<file path="config.mk">
export PLATFORM = sky130hd
export DESIGN_NAME = relin_key_addr_gen
export DESIGN_NICKNAME = d
export VERILOG_FILES = /design/src/rtl/relin_key_addr_gen.sv
export SDC_FILE = /design/constraint.sdc
export NUM_CORES = 1
export LEC_CHECK = 0
export ABC_AREA = 0
export CAP_MARGIN = 20
export CELL_PAD_IN_SITES_DETAIL_PLACEMENT = 2
export CELL_PAD_IN_SITES_GLOBAL_PLACEMENT = 2
export CORE_MARGIN = 5
export CORE_UTILIZATION = 37
export CTS_CLUSTER_SIZE = 14
export DETAILED_ROUTE_END_ITERATION = 8
export DONT_BUFFER_PORTS = 1
export PLACE_DENSITY = 0.8
export SETUP_SLACK_MARGIN = 0.15
export SKIP_LAST_GASP = 1
export SYNTH_ARGS = -nofsm -noshare
export SYNTH_HDL_FRONTEND = slang
export SYNTH_SLANG_ARGS = --single-unit
</file>
<file path="constraint.sdc">
create_clock -name clk -period 2.2 [get_ports clk]
set_input_delay 0.44 -clock clk [delete_from_list [all_inputs] [get_ports clk]]
set_output_delay 0.44 -clock clk [all_outputs]
set_load 0.01 [all_outputs]
</file>
<file path="src/rtl/relin_key_addr_gen.sv">
// Streams relinearization-key tile addresses (digit > comp > tile order) on valid/ready; first addr 1 cycle after start.
// Stalls hold addr/tags stable while addr_ready is low; continuous mode wraps to base with no bubble.
module relin_key_addr_gen #(
    parameter int TILE_WIDTH     = 8,
    parameter int KEY_LENGTH     = 64,
    parameter int NUM_DIGITS     = 4,
    parameter int NUM_COMPONENTS = 2,
    parameter int ADDR_WIDTH     = 16,
    localparam int TILES   = KEY_LENGTH / TILE_WIDTH,
    localparam int TILE_W  = (TILES > 1) ? $clog2(TILES) : 1,
    localparam int DIGIT_W = (NUM_DIGITS > 1) ? $clog2(NUM_DIGITS) : 1,
    localparam int COMP_W  = (NUM_COMPONENTS > 1) ? $clog2(NUM_COMPONENTS) : 1
) (
    input  logic                  clk,
    input  logic                  reset,
    input  logic                  start,
    input  logic                  continuous,
    input  logic                  abort,
    input  logic [ADDR_WIDTH-1:0] base_addr,
    input  logic                  addr_ready,
    output logic                  addr_valid,
    output logic [ADDR_WIDTH-1:0] addr,
    output logic [DIGIT_W-1:0]    digit_idx,
    output logic [COMP_W-1:0]     comp_idx,
    output logic                  last,
    output logic                  busy,
    output logic                  done
);

    typedef enum logic [1:0] {IDLE, BURST, DONE} state_t;

    localparam logic [TILE_W-1:0]     TILE_LAST  = TILE_W'(TILES - 1);
    localparam logic [COMP_W-1:0]     COMP_LAST  = COMP_W'(NUM_COMPONENTS - 1);
    localparam logic [DIGIT_W-1:0]    DIGIT_LAST = DIGIT_W'(NUM_DIGITS - 1);
    localparam logic [ADDR_WIDTH-1:0] STRIDE     = ADDR_WIDTH'(TILE_WIDTH);

    state_t                state_q, state_d;
    logic [ADDR_WIDTH-1:0] base_q, base_d, addr_q, addr_d;
    logic [TILE_W-1:0]     tile_q, tile_d;
    logic [COMP_W-1:0]     comp_q, comp_d;
    logic [DIGIT_W-1:0]    digit_q, digit_d;
    logic                  cont_q, cont_d;
    logic                  last_beat;

    assign last_beat = (tile_q == TILE_LAST) && (comp_q == COMP_LAST) && (digit_q == DIGIT_LAST);

    // Tiles of consecutive components/digits are contiguous, so the address is a plain running sum.
    always_comb begin
        state_d = state_q;
        base_d  = base_q;
        addr_d  = addr_q;
        tile_d  = tile_q;
        comp_d  = comp_q;
        digit_d = digit_q;
        cont_d  = cont_q;
        case (state_q)
            IDLE: begin
                if (start && !abort) begin
                    state_d = BURST;
                    base_d  = base_addr;
                    addr_d  = base_addr;
                    cont_d  = continuous;
                    tile_d  = '0;
                    comp_d  = '0;
                    digit_d = '0;
                end
            end
            BURST: begin
                if (abort) begin
                    state_d = IDLE;
                    addr_d  = base_q;
                    tile_d  = '0;
                    comp_d  = '0;
                    digit_d = '0;
                end else if (addr_ready) begin
                    if (last_beat) begin
                        addr_d  = base_q;
                        tile_d  = '0;
                        comp_d  = '0;
                        digit_d = '0;
                        if (!cont_q) state_d = DONE;
                    end else begin
                        addr_d = addr_q + STRIDE;
                        if (tile_q == TILE_LAST) begin
                            tile_d = '0;
                            if (comp_q == COMP_LAST) begin
                                comp_d  = '0;
                                digit_d = digit_q + DIGIT_W'(1);
                            end else begin
                                comp_d = comp_q + COMP_W'(1);
                            end
                        end else begin
                            tile_d = tile_q + TILE_W'(1);
                        end
                    end
                end
            end
            DONE:    state_d = IDLE;
            default: state_d = IDLE;
        endcase
    end

    always_ff @(posedge clk or negedge reset) begin
        if (!reset) begin
            state_q <= IDLE;
            base_q  <= '0;
            addr_q  <= '0;
            tile_q  <= '0;
            comp_q  <= '0;
            digit_q <= '0;
            cont_q  <= 1'b0;
        end else begin
            state_q <= state_d;
            base_q  <= base_d;
            addr_q  <= addr_d;
            tile_q  <= tile_d;
            comp_q  <= comp_d;
            digit_q <= digit_d;
            cont_q  <= cont_d;
        end
    end

    assign addr_valid = (state_q == BURST);
    assign addr       = addr_q;
    assign digit_idx  = digit_q;
    assign comp_idx   = comp_q;
    assign last       = addr_valid && last_beat;
    assign busy       = (state_q != IDLE);
    assign done       = (state_q == DONE);

endmodule

</file>
After elaboration in Yosys (flattened, before gate mapping) --
Cells that the tools add are included.
Storage, ports and cells: logic and storage cells 65, output and inout port bits 23, register bits 41, input bits 22
Cells by class: equal/unequal tests 10, multiplexer cells 31, $add $sub $neg 4, reductions and logical operators 13
Operator list (count):
- $mux W16 | 4
- $pmux W16 S2 | 1
- $mux W2 | 11
- $add A16 B4 Y16 const B | 1
- $mux W3 | 5
- $ne A4 B2 Y1 const B | 2
- $pmux W2 S2 | 2
- $reduce_and A4 Y1 | 2
- $mux W1 | 6
- $ne A3 B3 Y1 const B | 2
- $pmux W3 S2 | 1
- $reduce_and A5 Y1 | 1
- $eq A2 B2 Y1 const B | 2
- $logic_and A1 B1 Y1 | 4
- $reduce_bool A2 Y1 | 2
- $add A3 B1 Y3 const B | 1
- $eq A3 B3 Y1 const B | 1
- $ne A3 B2 Y1 const B | 1
- $reduce_and A3 Y1 | 1
- $add A2 B1 Y2 const B | 1
- $eq A2 B1 Y1 const B | 1
- $logic_not A2 Y1 | 1
- $ne A2 B2 Y1 const B | 1
- $pmux W1 S2 | 1
- other kinds (3) | 3

Logic depth before layout (Yosys ltp) --
Gate-level depths: netlist of the first run.
depth in word-level cells 7, mapped depth 7, mapped depth without buffers 6

Worst setup path after synthesis of the first run --
OpenSTA, ideal clock, no wires.
path kind reg-to-reg, start reg tile_q[0], end reg addr_q[12] (netlist: addr[12]), data required time 2.074 ns, setup time 0.126 ns, cell stages (with the launch flop) 7, arrival 1.732 ns, path slack 0.343 ns, buffers on the path 1, period minus slack after synthesis 1.857 ns, path through dfrtp_1 -> ha_1 -> ha_1 -> a31oi_1 -> clkbuf_1 -> o21ai_0 -> a221o_1
Between the ends: word-level cells in the longest chain between the ends 7
Ends and longest elaborated chain:
- from (decl) | line 39 | logic [TILE_W-1:0] tile_q, tile_d;
- from (signal assigned) | line 116 | tile_q <= tile_d;
- $eq A3 B3 Y1 | line 45 | assign last_beat = (tile_q == TILE_LAST) && (comp_q == COMP_LAST) && (digit_q == DIGIT_LAST);
- $logic_and A1 B1 Y1 (2 in series) | line 45
- $mux W16 | line 76 | if (last_beat) begin
- $mux W16 | line 75 | end else if (addr_ready) begin
- $mux W16 | line 69 | if (abort) begin
- $pmux W16 S2 | line 56 | case (state_q)
- to (signal assigned) | line 115 | addr_q <= addr_d;
- to (decl) | line 38 | logic [ADDR_WIDTH-1:0] base_q, base_d, addr_q, addr_d;
Every way passes these cells. The select of a mux whose other input is x is not followed. A chain may end at the register's enable or synchronous reset.

Worst setup path in the final report of the first run --
start reg state_q[0], end out busy
Between the ends: word-level cells in the longest chain between the ends 1
Ends and longest elaborated chain:
- from (decl) | line 37 | state_t state_q, state_d;
- from (signal assigned) | line 113 | state_q <= state_d;
- $reduce_bool A2 Y1 | line 128 | assign busy = (state_q != IDLE);
- to (decl) | line 26 | output logic busy,
Every way passes these cells.

==> results by group, run 1 <==
Outcome
  • Status: finished clean

STA
  • Fin worst setup slack: 0.262 ns
  • Fin crit share: 0.881
  • Fin. Hold Viols: 0
  • Clock skew: 0.00819 ns
  • Fmax: 516 MHz
  • Setup TNS: 0 ns
  • RSZ-0062 raised after global routing: yes
  • Slew @ Worst Pin: 0.619 ns
  • Final slew viol count: 0
  • Relative slew slack: 0.586
  • Final min period: 1.94 ns
  • Number of setup violations in the final report: 0

Global route
  • Initial antenna violation count: 1
  • Vias in the first global route: 2228
  • Grt total ovfl: 0
  • GRT Util Overall: 0.203
  • Largest net degree at the start of global routing: 42
  • Global-route wire length before repair: 11900 microns

Clock tree
  • Sink Count: 41
  • CTS tree: yes
  • Worst-path clk slew: 0.09 ns
  • Clk_lat worst skew: 0.30 ns
  • CTS Buf Count: 5
  • Root buffer cell: clkbuf_8
  • CTS Buffer Depth: 2
  • CTS HTree Levels: 2

Floorplan
  • Die width: 86.7 microns
  • Std cell rows: 28
  • Die area: 7520 sq um
  • Core footprint: 5820 sq um
  • Number of I/O pins: 45
  • Initial Util: 0.375
  • Die H: 86.7 microns

Yosys
  • XOR/XNOR Fraction of Synth Area: 0.0121
  • Synth cell types: 51
  • EDFF count, synth: 0
  • Ys async rst share: 1.00
  • Main combinational cell family by area after synthesis: simple AND/OR/NAND/NOR gates
  • Syn. warnings: 0
  • Prevailing post-synth register cell: dfrtp_1
  • Syn_nets: 274
  • Cells after Synth: 248
  • Mapped Area: 2180 sq um
  • Mux contribution to synthesized area: 0
  • Seq cells post-synth: 41
  • Synth Area in Simple Gates: 0.262
  • Sequential fraction of the synthesis area: 0.471
  • Syn Area/Cell: 8.78 sq um
  • Adder-cell share of the synthesized area: 0.0230
  • Compound-Gate Fraction of Synth Area: 0.197

Placed design
  • HPWL Detailed: 4940 microns
  • IO Port Bufs: 0
  • Pre-CTS setup slack: 0.000363 ns
  • Routability cong.: 0.773

Worst hold path
  • HP Class: in2reg

Cells and area
  • Fin nets: 286
  • Fill cell count: 666
  • ANT cells: 0
  • Share of cells above drive strength 1: 0.130
  • Synthesis-to-layout area growth: 15.0%

Route
  • Final wirelength: 7050 microns
  • Vias: 1971
  • DRC: 0
  • 1st-pass router iterations: 6
  • Via density: 5.87
  • DR iter-0 viols: 107
  • Post-DR wirelength/cell: 21.0 microns
  • Post-DRT Antenna Nets: 0

Setup path
  • Worst endpoint required time: 1.76 ns
  • Setup crit end kind: output pin
  • WP data arrival: 1.50 ns
  • Worst-path maximum fanout: 11
  • CP Launch Type: register
  • CP Class: reg2out

Power and ir drop
  • Pwr dens: 816 nW/um^2
  • Leakage: 1.13 nW
  • Design Power: 2.04 mW
  • Peak supply drop: 0.000310 V

Flow run
  • Max Cap Violations: 0
==> worst max-delay path: stages, from the launching register on <==
cell,delay [ns]
dfrtp_1,0.46
buf_4,0.20
inv_1,0.35
nand2_1,0.18
==> layout by cell type, fill, tap and decap left out, types with 3 or more instances in the layout <==
cell / count
a21o_1: 5
o22a_1: 3
inv_1: 4
buf_4: 12
clkbuf_8: 5
a21oi_1: 8
or3_1: 5
ha_1: 3
a2bb2oi_1: 4
o21ai_0: 14
nand2_1: 72
a222oi_1: 3
nor2_1: 17
nand3_1: 10
dfrtp_1: 41
==> stage by stage <==
stage / hold WS [ns] / std cells / util / cell area [sq um]
finish: 0.208 / 336 / 0.431 / 2500
global route: 0.210 / 336 / 0.431 / 2500
CTS: 0.212 / 335 / 0.427 / 2480
detailed placement: 0.146 / 325 / 0.397 / 2310
global placement: 0.146 / 325 / 0.397 / 2310
floorplan: 0.144 / 248 / - / 2180
==> cells by family (layout without fill, tap and decap cells) <==
logic type      after synthesis  after routing
compound gates               60             60
xor+xnor                      3              3
fa+ha+maj                     4              4
buf+inv                      15             28
flops                        41             41
simple gates                125            125
==> synth_stat cells (3+ instances only) <==
master	count	area, sq um
inv_1	4	15.0
a2bb2oi_1	4	35.0
a222oi_1	3	30.0
nand3_1	10	50.1
a21oi_1	8	40.0
buf_2	3	15.0
a21o_1	5	37.5
nand2_1	72	270
dfrtp_1	41	1030
o21ai_0	14	70.1
o22a_1	3	26.3
nor2_1	18	67.6
or3_1	5	31.3
clkbuf_1	4	15.0
ha_1	4	50.1
==> what timing repair did <==
item	4_1_cts	5_1_grt
gates cloned	0	0
setup buffers	0	1
pin swaps	0	0
resized for setup	4	3
hold buffers	2	0
endpoints found under the setup margin	8	8
hold endpoints to repair	41	0
==> power breakdown <==
group | total (mW) | internal, mW | switching (mW)
registers | 1.03 | 0.868 | 0.161
logic | 0.375 | 0.157 | 0.218
clock network | 0.639 | 0.340 | 0.299
==> state kept, by name (all words and copies together), names as in the netlist <==
name / cells
comp_idx: 1
state_q: 2
base_q: 16
tile_q: 3
digit_idx: 2
addr: 16
cont_q: 1
==> final cells by class <==
cell class | instances | area (sq um) | share of cell area
Multi-Input combinational cell | 192 | 1110 | 0.444
Clock buffer | 5 | 68.8 | 0.0275
Sequential cell | 41 | 1030 | 0.410
Tap cell | 75 | 93.8 | 0.0375
Timing Repair Buffer | 15 | 139 | 0.0554
Inverter | 5 | 18.8 | 0.00749
Clock inverter | 3 | 46.3 | 0.0185
==> per-layer routing <==
layer	track usage	routed length, microns
met1	0.247	3130
met2	0.361	3540
met3	0.0523	310
met4	0.0425	61
met5	0	7
==> final timing paths <==
kind | from | end | slack (ns) | cells past startpoint
min in group asynchronous | reset | base_q[9]$_DFFE_PN0P_ | 0.64 | 2
hold / removal | abort | state_q[0]$_DFFE_PN0P_ | 0.21 | 1
setup / recovery | state_q[0]$_DFFE_PN0P_ | busy | 0.26 | 3
setup reg to reg | addr[4]$_DFFE_PN0P_ | addr[13]$_DFFE_PN0P_ | 0.27 | 6
max in group asynchronous | reset | addr[6]$_DFFE_PN0P_ | 1.36 | 2
hold reg to reg | base_q[1]$_DFFE_PN0P_ | base_q[1]$_DFFE_PN0P_ | 0.48 | 2
No activity file was read; power rests on OpenSTA's default activity.
==> inputs of run 2 (changes only) <==
Settings changed: ABC_AREA 0 to 1, CAP_MARGIN 20 to 15, CORE_UTILIZATION 37 to 36, PLACE_DENSITY 0.8 to 0.81.
==> run 2 against run 1 <==
  * Hold slack improved by 0.065 ns
  * Critical path type is now reg2reg
  * Sequential power increased by 54%
  * Via count increased by 8.0%
  * Wire length increased by 9.0%
==> results by group, run 2 <==
Global route
  • Initial antenna violation count: 0 (-1)
  • Largest net degree at the start of global routing: 42 (unchanged)
  • GRT Util Overall: 0.195 (-0.00745)
  • Vias in the first global route: 2383 (+7.0%)
  • Grt total ovfl: 0 (unchanged)
  • Global-route wire length before repair: 12600 microns (+6.4%)

Setup path
  • Worst path bufs/invs: 0 (-2)
  • Setup crit end kind: register
  • Worst-path maximum fanout: 22 (+11)
  • Slowest-stage cell, CP: dfrtp_1
  • CP top delay family: simple AND/OR/NAND/NOR gates
  • Slowest stage delay, CP: 0.38 ns (-0.08 ns)
  • CP Launch Type: register
  • CP Class: reg2reg
  • Worst endpoint required time: 2.38 ns (+0.62 ns)
  • CP cell instances: ha_1 > ha_1 > nand3_1 > nor2_1 > nor2_4 > nor2_4 > nand2_4 > nor2_1 > a21oi_2
  • WP data arrival: 2.09 ns (+0.59 ns)

Yosys
  • Compound-Gate Fraction of Synth Area: 0.138 (-0.0594)
  • Mux contribution to synthesized area: 0 (unchanged)
  • EDFF count, synth: 0 (unchanged)
  • Sequential fraction of the synthesis area: 0.448 (-0.0232)
  • Ys async rst share: 1.00 (unchanged)
  • Ranking of synthesized cells by area: dfrtp_1 (45%), nand2_1 (14%), nor2_1 (5.7%)
  • XOR/XNOR Fraction of Synth Area: 0.00765 (-0.00442)
  • Syn_nets: 323 (+18%)
  • Syn Area/Cell: 7.71 sq um (-12%)
  • Leading area contributor after synthesis: dfrtp_1
  • Synth cell types: 31 (-39%)
  • Synth top cells by count: nand2_1 (88), dfrtp_1 (41), nor2_1 (35), a21oi_1 (25), nand3_1 (25)
  • Most common cell in the netlist: nand2_1
  • Seq cells post-synth: 41 (unchanged)
  • Cells after Synth: 297 (+20%)
  • Prevailing post-synth register cell: dfrtp_1
  • Syn. warnings: 0 (unchanged)
  • Main combinational cell family by area after synthesis: simple AND/OR/NAND/NOR gates
  • Mapped Area: 2290 sq um (+5.2%)
  • Top-area cell type share of the netlist area: 0.448 (-0.0232)
  • Synth Area in Simple Gates: 0.326 (+0.0630)
  • Adder-cell share of the synthesized area: 0.0218 (-0.00113)

STA
  • Number of setup violations in the final report: 0 (unchanged)
  • Relative slew slack: 0.734 (+0.148)
  • Fmax: 523 MHz (+1.3%)
  • Clock skew: 0.0133 ns (+0.00508 ns)
  • Setup TNS: 0 ns (unchanged)
  • RSZ-0062 raised after global routing: yes
  • Final slew viol count: 0 (unchanged)
  • Final min period: 1.91 ns (-0.0248 ns)
  • Fin worst setup slack: 0.287 ns (+0.0248 ns)
  • Slew @ Worst Pin: 0.398 ns (-0.222 ns)
  • Fin. Hold Viols: 0 (unchanged)
  • Fin crit share: 0.870 (-0.0113)
  • Hold Slack: 0.274 ns (+0.0653 ns)

Placed design
  • Pre-CTS setup slack: 0.214 ns (+0.213 ns)
  • Routability cong.: 0.735 (-4.9%)
  • HPWL Detailed: 5380 microns (+9.0%)
  • IO Port Bufs: 0 (unchanged)
  • Placed insts: 369 (+14%)

Cells and area
  • Most frequent cells in the layout: nand2_1 (88), dfrtp_1 (41), nor2_1 (35), nand3_1 (25), a21oi_1 (25)
  • Most common cell after layout, fill and taps aside: nand2_1
  • Final std cells w/o fill: 379 (+13%)
  • Share of cells above drive strength 1: 0.116 (-0.0144)
  • ANT cells: 0 (unchanged)
  • Fin nets: 327 (+14%)
  • Fill cell count: 746 (+12%)
  • Synthesis-to-layout area growth: 8.25%

Route
  • DR iter-0 viols: 72 (-33%)
  • DRC: 0 (unchanged)
  • Post-DR wirelength/cell: 20.3 microns (-3.4%)
  • Vias: 2129 (+8.0%)
  • Via density: 5.62 (-4.2%)
  • Final wirelength: 7690 microns (+9.0%)
  • 1st-pass router iterations: 4 (-2)
  • Post-DRT Antenna Nets: 0 (unchanged)

Outcome
  • Status: finished clean

Clock tree
  • Worst-path clk slew: 0.09 ns (about the same)
  • CTS HTree Levels: 2 (unchanged)
  • Root buffer cell: clkbuf_8
  • CTS Buf Count: 5 (unchanged)
  • Clk_lat worst skew: 0.31 ns (about the same)
  • CTS tree: yes
  • CTS Buffer Depth: 2 (unchanged)
  • Sink Count: 41 (unchanged)
  • Total setup buffers inserted after CTS: 0 (unchanged)

Floorplan
  • Die area: 8060 sq um (+7.1%)
  • Core footprint: 6280 sq um (+7.9%)
  • Initial Util: 0.365 (-0.00961)
  • Die width: 89.8 microns (+3.5%)
  • Die H: 89.8 microns (+3.5%)
  • Std cell rows: 29 (+3.6%)
  • Number of I/O pins: 45 (unchanged)

Power and ir drop
  • Combinational power share: 0.457 (+0.273)
  • Sequential power share: 0.413 (-0.091)
  • Internal: 1.90 mW (+39%)
  • Peak supply drop: 0.000707 V (+130%)
  • Pwr dens: 1550 nW/um^2 (+90%)
  • Clock Power Share: 0.130 (-0.183)
  • Switch share: 0.505 (+0.173)
  • Sw Pwr: 1.94 mW (+190%)
  • Leakage: 1.21 nW (+7.2%)

Flow run
  • Max Cap Violations: 0 (unchanged)

Worst hold path
  • HP Class: in2reg
-- run 2: changes by cell type in the layout (fill, tap and decap cells not counted), moves of 4 or more --
cell,change
or3_1,-5
a21oi_1,+17
a21o_1,-5
nor2_1,+18
nand3_1,+15
inv_1,+12
nand2_1,+16
buf_4,-9
a2bb2oi_1,-4
-- run 2: layout make-up --
cell class | count | area [sq um] | area share
clock buffer | 6 | 72.6 | 0.0293
clock inverter | 2 | 10.0 | 0.00404
inverter | 21 | 83.8 | 0.0338
multi-input combinational | 227 | 1140 | 0.459
sequential | 41 | 1030 | 0.414
tap | 77 | 96.3 | 0.0388
timing repair buffer | 5 | 52.6 | 0.0212
-- run 2: worst register-to-register path: stages (launching register included) --
cell and delay, ns:
dfrtp_1 0.38, ha_1 0.16, ha_1 0.17, nand3_1 0.16, nor2_1 0.28, nor2_4 0.08, nor2_4 0.11, nand2_4 0.19
nor2_1 0.23, a21oi_2 0.05
-- run 2: path summary, 6_finish.rpt --
kind                                         from                      to  slack (ns)  cells after the start
max in group asynchronous                   reset    addr[10]$_DFFE_PN0P_        1.37                      2
min reg2reg                base_q[15]$_DFFE_PN0P_  base_q[15]$_DFFE_PN0P_        0.48                      2
max                         tile_q[0]$_DFFE_PN0P_   base_q[7]$_DFFE_PN0P_        0.29                      9
max reg2reg                 tile_q[0]$_DFFE_PN0P_   base_q[7]$_DFFE_PN0P_        0.29                      9
min                                 base_addr[14]  base_q[14]$_DFFE_PN0P_        0.27                      2
min in group asynchronous                   reset   base_q[4]$_DFFE_PN0P_        0.63                      2
-- run 2: logic make-up after synthesis --
family,after synthesis
xor gates and xnor gates,2
DFF,41
buffers and inverters,29
AOI/OAI and AO/OA,54
adders and majority gates,4
and+or+nand+nor,167
-- run 2: through the flow --
step / instance area (sq um) / utilization / power, mW
global placement: 2350 / 0.375 / 3.17
finish: 2480 / 0.395 / 3.85
global route: 2480 / 0.395 / 4.17
floorplan: 2290 / - / 2.77
detailed placement: 2350 / 0.375 / 3.30
CTS: 2470 / 0.393 / 3.86
-- run 2: routing by layer --
metal | global-route usage | up-vias | routed length, microns
met1 | 0.230 | 1092 | 3180
met5 | 0 | - | 0
met4 | 0.0579 | 0 | 148
met2 | 0.342 | 49 | 3950
met3 | 0.0568 | 11 | 408
li1 | - | 977 | -
-- run 2: what timing repair did --
item                                    4_1_cts  5_1_grt
hold endpoints to repair                     41        0
hold buffers                                  2        0
gates resized for setup                       0        3
endpoints found under the setup margin        0       23
-- run 2: power groups by stage --
stage	sequential (mW)	clock [mW]	combinational [mW]
2_1_floorplan	1.46	0	1.31
3_3_place_gp	1.58	0	1.59
3_5_place_dp	1.61	0	1.68
4_1_cts	1.60	0.503	1.76
5_1_grt	1.65	0.534	1.98
6_report	1.59	0.499	1.76
==> inputs of run 3 (changes only) <==
Settings changed: REMOVE_ABC_BUFFERS from default to 1.
==> run 3 against run 2 <==
  * Sequential power barely moved
  * Largest power group unchanged
  * Via count fell by 2.4%
  * Cell count did not move
  * Wire length rose by 0.99%
  * Clock power rose by 50%
==> results by group, run 3 (synthesis results as in run 2) <==
STA
  • Setup TNS: 0 ns (unchanged)
  • Number of setup violations in the final report: 0 (unchanged)
  • Slew @ Worst Pin: 0.517 ns (+0.119 ns)
  • Fin. Hold Viols: 0 (unchanged)
  • Relative slew slack: 0.655 (-0.0790)
  • Fmax: 529 MHz (+1.2%)
  • Clock skew: 0.0104 ns (-0.00288 ns)
  • Final min period: 1.89 ns (-0.0229 ns)
  • Fin crit share: 0.859 (-0.0104)
  • RSZ-0062 raised after global routing: no
  • Final slew viol count: 0 (unchanged)

Clock tree
  • Clk_lat worst skew: 0.31 ns (about the same)
  • Total setup buffers inserted after CTS: 0 (unchanged)
  • CTS HTree Levels: 2 (unchanged)
  • CTS Buf Count: 5 (unchanged)
  • Root buffer cell: clkbuf_8
  • CTS Buffer Depth: 2 (unchanged)
  • CTS tree: yes
  • Sink Count: 41 (unchanged)
  • Worst-path clk slew: 0.09 ns (about the same)

Global route
  • Largest net degree at the start of global routing: 42 (unchanged)
  • Initial antenna violation count: 0 (unchanged)
  • GRT Util Overall: 0.196 (+0.000287)
  • Vias in the first global route: 2416 (+1.4%)
  • Grt total ovfl: 0 (unchanged)
  • Global-route wire length before repair: 12900 microns (+2.2%)

Placed design
  • IO Port Bufs: 0 (unchanged)
  • Post-placement cell area: 2350 sq um (unchanged)
  • Placed insts: 369 (unchanged)
  • Routability cong.: 0.743 (+1.1%)
  • HPWL Detailed: 5230 microns (-2.8%)

Power and ir drop
  • Leakage: 1.24 nW (+2.2%)
  • Peak supply drop: 0.000487 V (-31%)
  • Sequential power share: 0.386 (-0.027)
  • Pwr dens: 1600 nW/um^2 (+3.4%)
  • Combinational power share: 0.431 (-0.026)
  • Clock Power Share: 0.182 (+0.052)
  • Switch share: 0.479 (-0.0259)
  • Sw Pwr: 1.96 mW (+1.0%)
  • Internal: 2.13 mW (+12%)

Cells and area
  • Most common cell after layout, fill and taps aside: nand2_1
  • Synthesis-to-layout area growth: 11.5%
  • Share of cells above drive strength 1: 0.129 (+0.0132)
  • Most frequent cells in the layout: nand2_1 (87), dfrtp_1 (41), nor2_1 (34), a21oi_1 (25), nand3_1 (24)
  • Fill cell count: 748 (+0.27%)
  • Fin nets: 327 (unchanged)
  • ANT cells: 0 (unchanged)
  • Final std cells w/o fill: 379 (unchanged)
  • Core Util, Final: 0.407 (+0.0118)
  • Final instance area: 2550 sq um (+3.0%)

Floorplan
  • Number of I/O pins: 45 (unchanged)
  • Die H: 89.8 microns (unchanged)
  • Std cell rows: 29 (unchanged)
  • Initial Util: 0.365 (unchanged)
  • Die area: 8060 sq um (unchanged)
  • Core footprint: 6280 sq um (unchanged)
  • Die width: 89.8 microns (unchanged)

Route
  • Routed wl met2: 3760 microns (-4.8%)
  • Vias: 2078 (-2.4%)
  • Wl on met1: 3520 microns (+10%)
  • Post-DR wirelength/cell: 20.5 microns (+0.99%)
  • Post-DRT Antenna Nets: 0 (unchanged)
  • DR iter-0 viols: 77 (+6.9%)
  • Final wirelength: 7770 microns (+0.99%)
  • Top sig layer: met4
  • Via density: 5.48 (-2.4%)
  • Metal3 WL: 319 microns (-22%)
  • DRC: 0 (unchanged)
  • 1st-pass router iterations: 4 (unchanged)

Outcome
  • Status: finished clean

Setup path
  • CP Class: reg2out
  • Worst-path maximum fanout: 4 (-82%)
  • Slowest stage delay, CP: 0.39 ns (about the same)
  • WP data arrival: 1.45 ns (-0.64 ns)
  • R2r setup slk: 0.35 ns (+0.06 ns)
  • Worst endpoint required time: 1.76 ns (-0.62 ns)
  • CP Launch Type: register
  • Setup crit end kind: output pin
  • Slowest-stage cell, CP: dfrtp_1
  • Cell mode on critical path: ha_1
  • CP cell instances: ha_1 > ha_1 > nand3_2 > nor2_1

Worst hold path
  • HP Class: in2reg

Flow run
  • Max Cap Violations: 0 (unchanged)
run 3: worst max-delay path: cells and delay by family, from the launching register on:
kind | cells | cell delay [ns]
fa+ha+maj | 2 | 0.36
flops | 1 | 0.39
simple gates | 2 | 0.40
run 3: area by class of cell:
cell class	instances	area, sq um	share of cell area
Clock buffer	5	68.8	0.0269
Clock inverter	3	65.1	0.0255
Inverter	21	83.8	0.0328
Multi-Input combinational cell	227	1150	0.452
Sequential cell	41	1030	0.402
Tap cell	77	96.3	0.0377
Timing Repair Buffer	5	60.1	0.0235
run 3: path summary, 6_finish.rpt:
path / from / endpoint / cells past startpoint
setup / recovery: tile_q[0]$_DFFE_PN0P_ / last / 4
hold / removal: base_addr[13] / base_q[13]$_DFFE_PN0P_ / 2
setup reg to reg: tile_q[0]$_DFFE_PN0P_ / addr[1]$_DFFE_PN0P_ / 8
hold reg to reg: base_q[8]$_DFFE_PN0P_ / base_q[8]$_DFFE_PN0P_ / 2
max in group asynchronous: reset / addr[12]$_DFFE_PN0P_ / 2
min in group asynchronous: reset / addr[14]$_DFFE_PN0P_ / 2
run 3: power by group through the flow:
stage	Combinational [mW]	Sequential [mW]	Clock, mW
6_report	1.77	1.58	0.747
5_1_grt	2.00	1.64	0.781
4_1_cts	1.79	1.59	0.758
3_5_place_dp	1.70	1.60	0
3_3_place_gp	1.61	1.57	0
2_1_floorplan	1.23	1.46	0
run 3: layer usage:
layer	up-vias	global-route usage
li1	973	-
met1	1052	0.252
met2	40	0.326
met3	13	0.0392
met4	0	0.0668
met5	-	0
run 3: per-stage QoR:
step / power, mW / hold slack (ns) / setup WS (ns)
finish: 4.10 / 0.270 / 0.310
floorplan: 2.69 / 0.144 / 0.333
global route: 4.43 / 0.268 / 0.198
detailed placement: 3.30 / 0.146 / 0.183
CTS: 4.13 / 0.272 / 0.195
global placement: 3.18 / 0.146 / 0.251
run 3: timing repair:
action                                 CTS  global route
endpoints found under the hold margin   41             0
resized for setup                        2             5
hold buffers                             2             0
cloned                                   0             0
setup endpoints to repair                4             8
==> patch (config.mk and constraints of run 1) <==
The parameter `NUM_COMPONENTS` goes from 2 to 8.
--- a/src/rtl/relin_key_addr_gen.sv
+++ b/src/rtl/relin_key_addr_gen.sv
@@ -4,7 +4,7 @@
     parameter int TILE_WIDTH     = 8,
     parameter int KEY_LENGTH     = 64,
     parameter int NUM_DIGITS     = 4,
-    parameter int NUM_COMPONENTS = 2,
+    parameter int NUM_COMPONENTS = 8,
     parameter int ADDR_WIDTH     = 16,
     localparam int TILES   = KEY_LENGTH / TILE_WIDTH,
     localparam int TILE_W  = (TILES > 1) ? $clog2(TILES) : 1,
Interface: changed (resized comp_idx); port bits go from 45 to 47. No check against the original RTL was run, so the function may have changed too.
==> patch against run 1 <==
Worst setup slack got worse by 0.067 ns. Area after synthesis increased by 7.3%. Count of clock-buffer cells in the layout rose by 1. Design area increased by 5.4%. Sequential cell count is 2 higher. Clock skew grew 0.0026 ns. Power decreased by 0.64%. Wire length is 1.4% higher.
==> patch: results (changes against run 1) <==
[metrics] Worst VDD drop: 375 µV (+21%)
[metrics] met2 Use GR: 31.5% (-4.5 points)
[metrics] termination of the worst setup path: last
[metrics] area taken by multi-input logic gates: 1190 µm² (+6.6%)
[metrics] pin count of the biggest net entering global routing: 44 (+4.8%)
[metrics] Area growth syn-to-layout: 13.0%
[metrics] register-to-register setup slack: 0.22 ns (-0.05 ns)
[metrics] first-pass GRT wire length: 11.2 mm (-5.2%)
[metrics] highest fanout seen on the critical path: 8 (-3)
[metrics] top post-synthesis cells by count: 43 x sky130_fd_sc_hd__dfrtp_1, 18 x sky130_fd_sc_hd__mux2_2, 17 x sky130_fd_sc_hd__nand2_1
[metrics] outcome: completed
[metrics] detailed-router iteration count before antenna repair: 4 (-2)
[metrics] vias after detailed routing: 1855 (-5.9%)
[metrics] number of antenna violations at the first check in global routing: 0 (-1)
[metrics] GR met3 Demand/Resource: 6.27% (+1.0 points)
[metrics] count of fill cells added during filler insertion: 671 (+0.75%)
[metrics] Leakage: 1.09 nW (-3.5%)
[metrics] overall track demand over capacity in global routing: 18.6% (-1.7 points)
[metrics] arrival time worst endpoint: 1.57 ns (+0.07 ns)
[metrics] Syn Nets: 242 (-12%)
[metrics] area of placed instances: 2480 µm² (+7.6%)
[metrics] stage delay of the slowest cell on the critical path: 0.43 ns (-0.03 ns)
[metrics] start point of the critical path: comp_idx[1]$_DFFE_PN0P_
[metrics] parity-gate share of the synthesized area counting xor and xnor cells: 1.12% (-0.082 points)
[metrics] adder-cell share of the synthesized area: 3.21% (+0.91 points)
[metrics] compound-gate portion of the synthesized area: 18.6% (-1.1 points)
[metrics] HPWL after detailed placement: 5.20 mm (+5.3%)
[metrics] Post-Route WL: 7.15 mm (+1.4%)
[metrics] final net count: 258 (-9.8%)
-- patch: cell count changes in the layout (fill, tap and decap cells not counted), sizes merged, moves of 5 or more --
cell,delta
nand2,-55
mux2,+21
o21ai,-7
nor2,-5
nor2b,+5
-- patch: cells by family (layout without fill, tap and decap cells) --
group | after synthesis | in the layout
AND/OR/NAND/NOR | 67 | 67
AO/OA/AOI/OAI | 56 | 56
flip-flops | 43 | 43
multiplexers | 22 | 22
buffers and inverters | 17 | 33
adder cells (fa/ha/maj) | 6 | 6
XOR/XNOR | 3 | 3
-- patch: stage by stage --
stage          hold WS, ns  std cells  setup slack, ns
3_5_place_dp         0.146        298            0.138
5_1_grt              0.208        307            0.136
2_1_floorplan        0.144        214            0.207
6_report             0.214        307            0.195
4_1_cts              0.209        307            0.163
3_3_place_gp         0.146        298            0.246
-- patch: power by group --
part | switching (mW) | total [mW] | internal (mW)
Clock | 0.274 | 0.521 | 0.247
Sequential | 0.167 | 1.09 | 0.919
Combinational | 0.222 | 0.424 | 0.203
-- patch: final cells by class --
cell class	count	area share (%)
clock buffer	6	3.13
sequential	43	40.8
clock inverter	1	0.189
tap	77	3.65
timing repair buffer	18	6.11
multi-input combinational	154	44.9
inverter	8	1.23
-- patch: metal layers --
metal	vias up	share of wire (%)
met3	10	6.7
li1	835	-
met5	-	0
met4	0	2.0
met1	961	41
met2	49	50
-- patch: what timing repair did --
action / 4_1_cts / 5_1_grt
hold buffers: 2 / 0
endpoints found under the hold margin: 43 / 0
endpoints found under the setup margin: 2 / 12
resized for setup: 3 / 8
pin swaps: 0 / 1
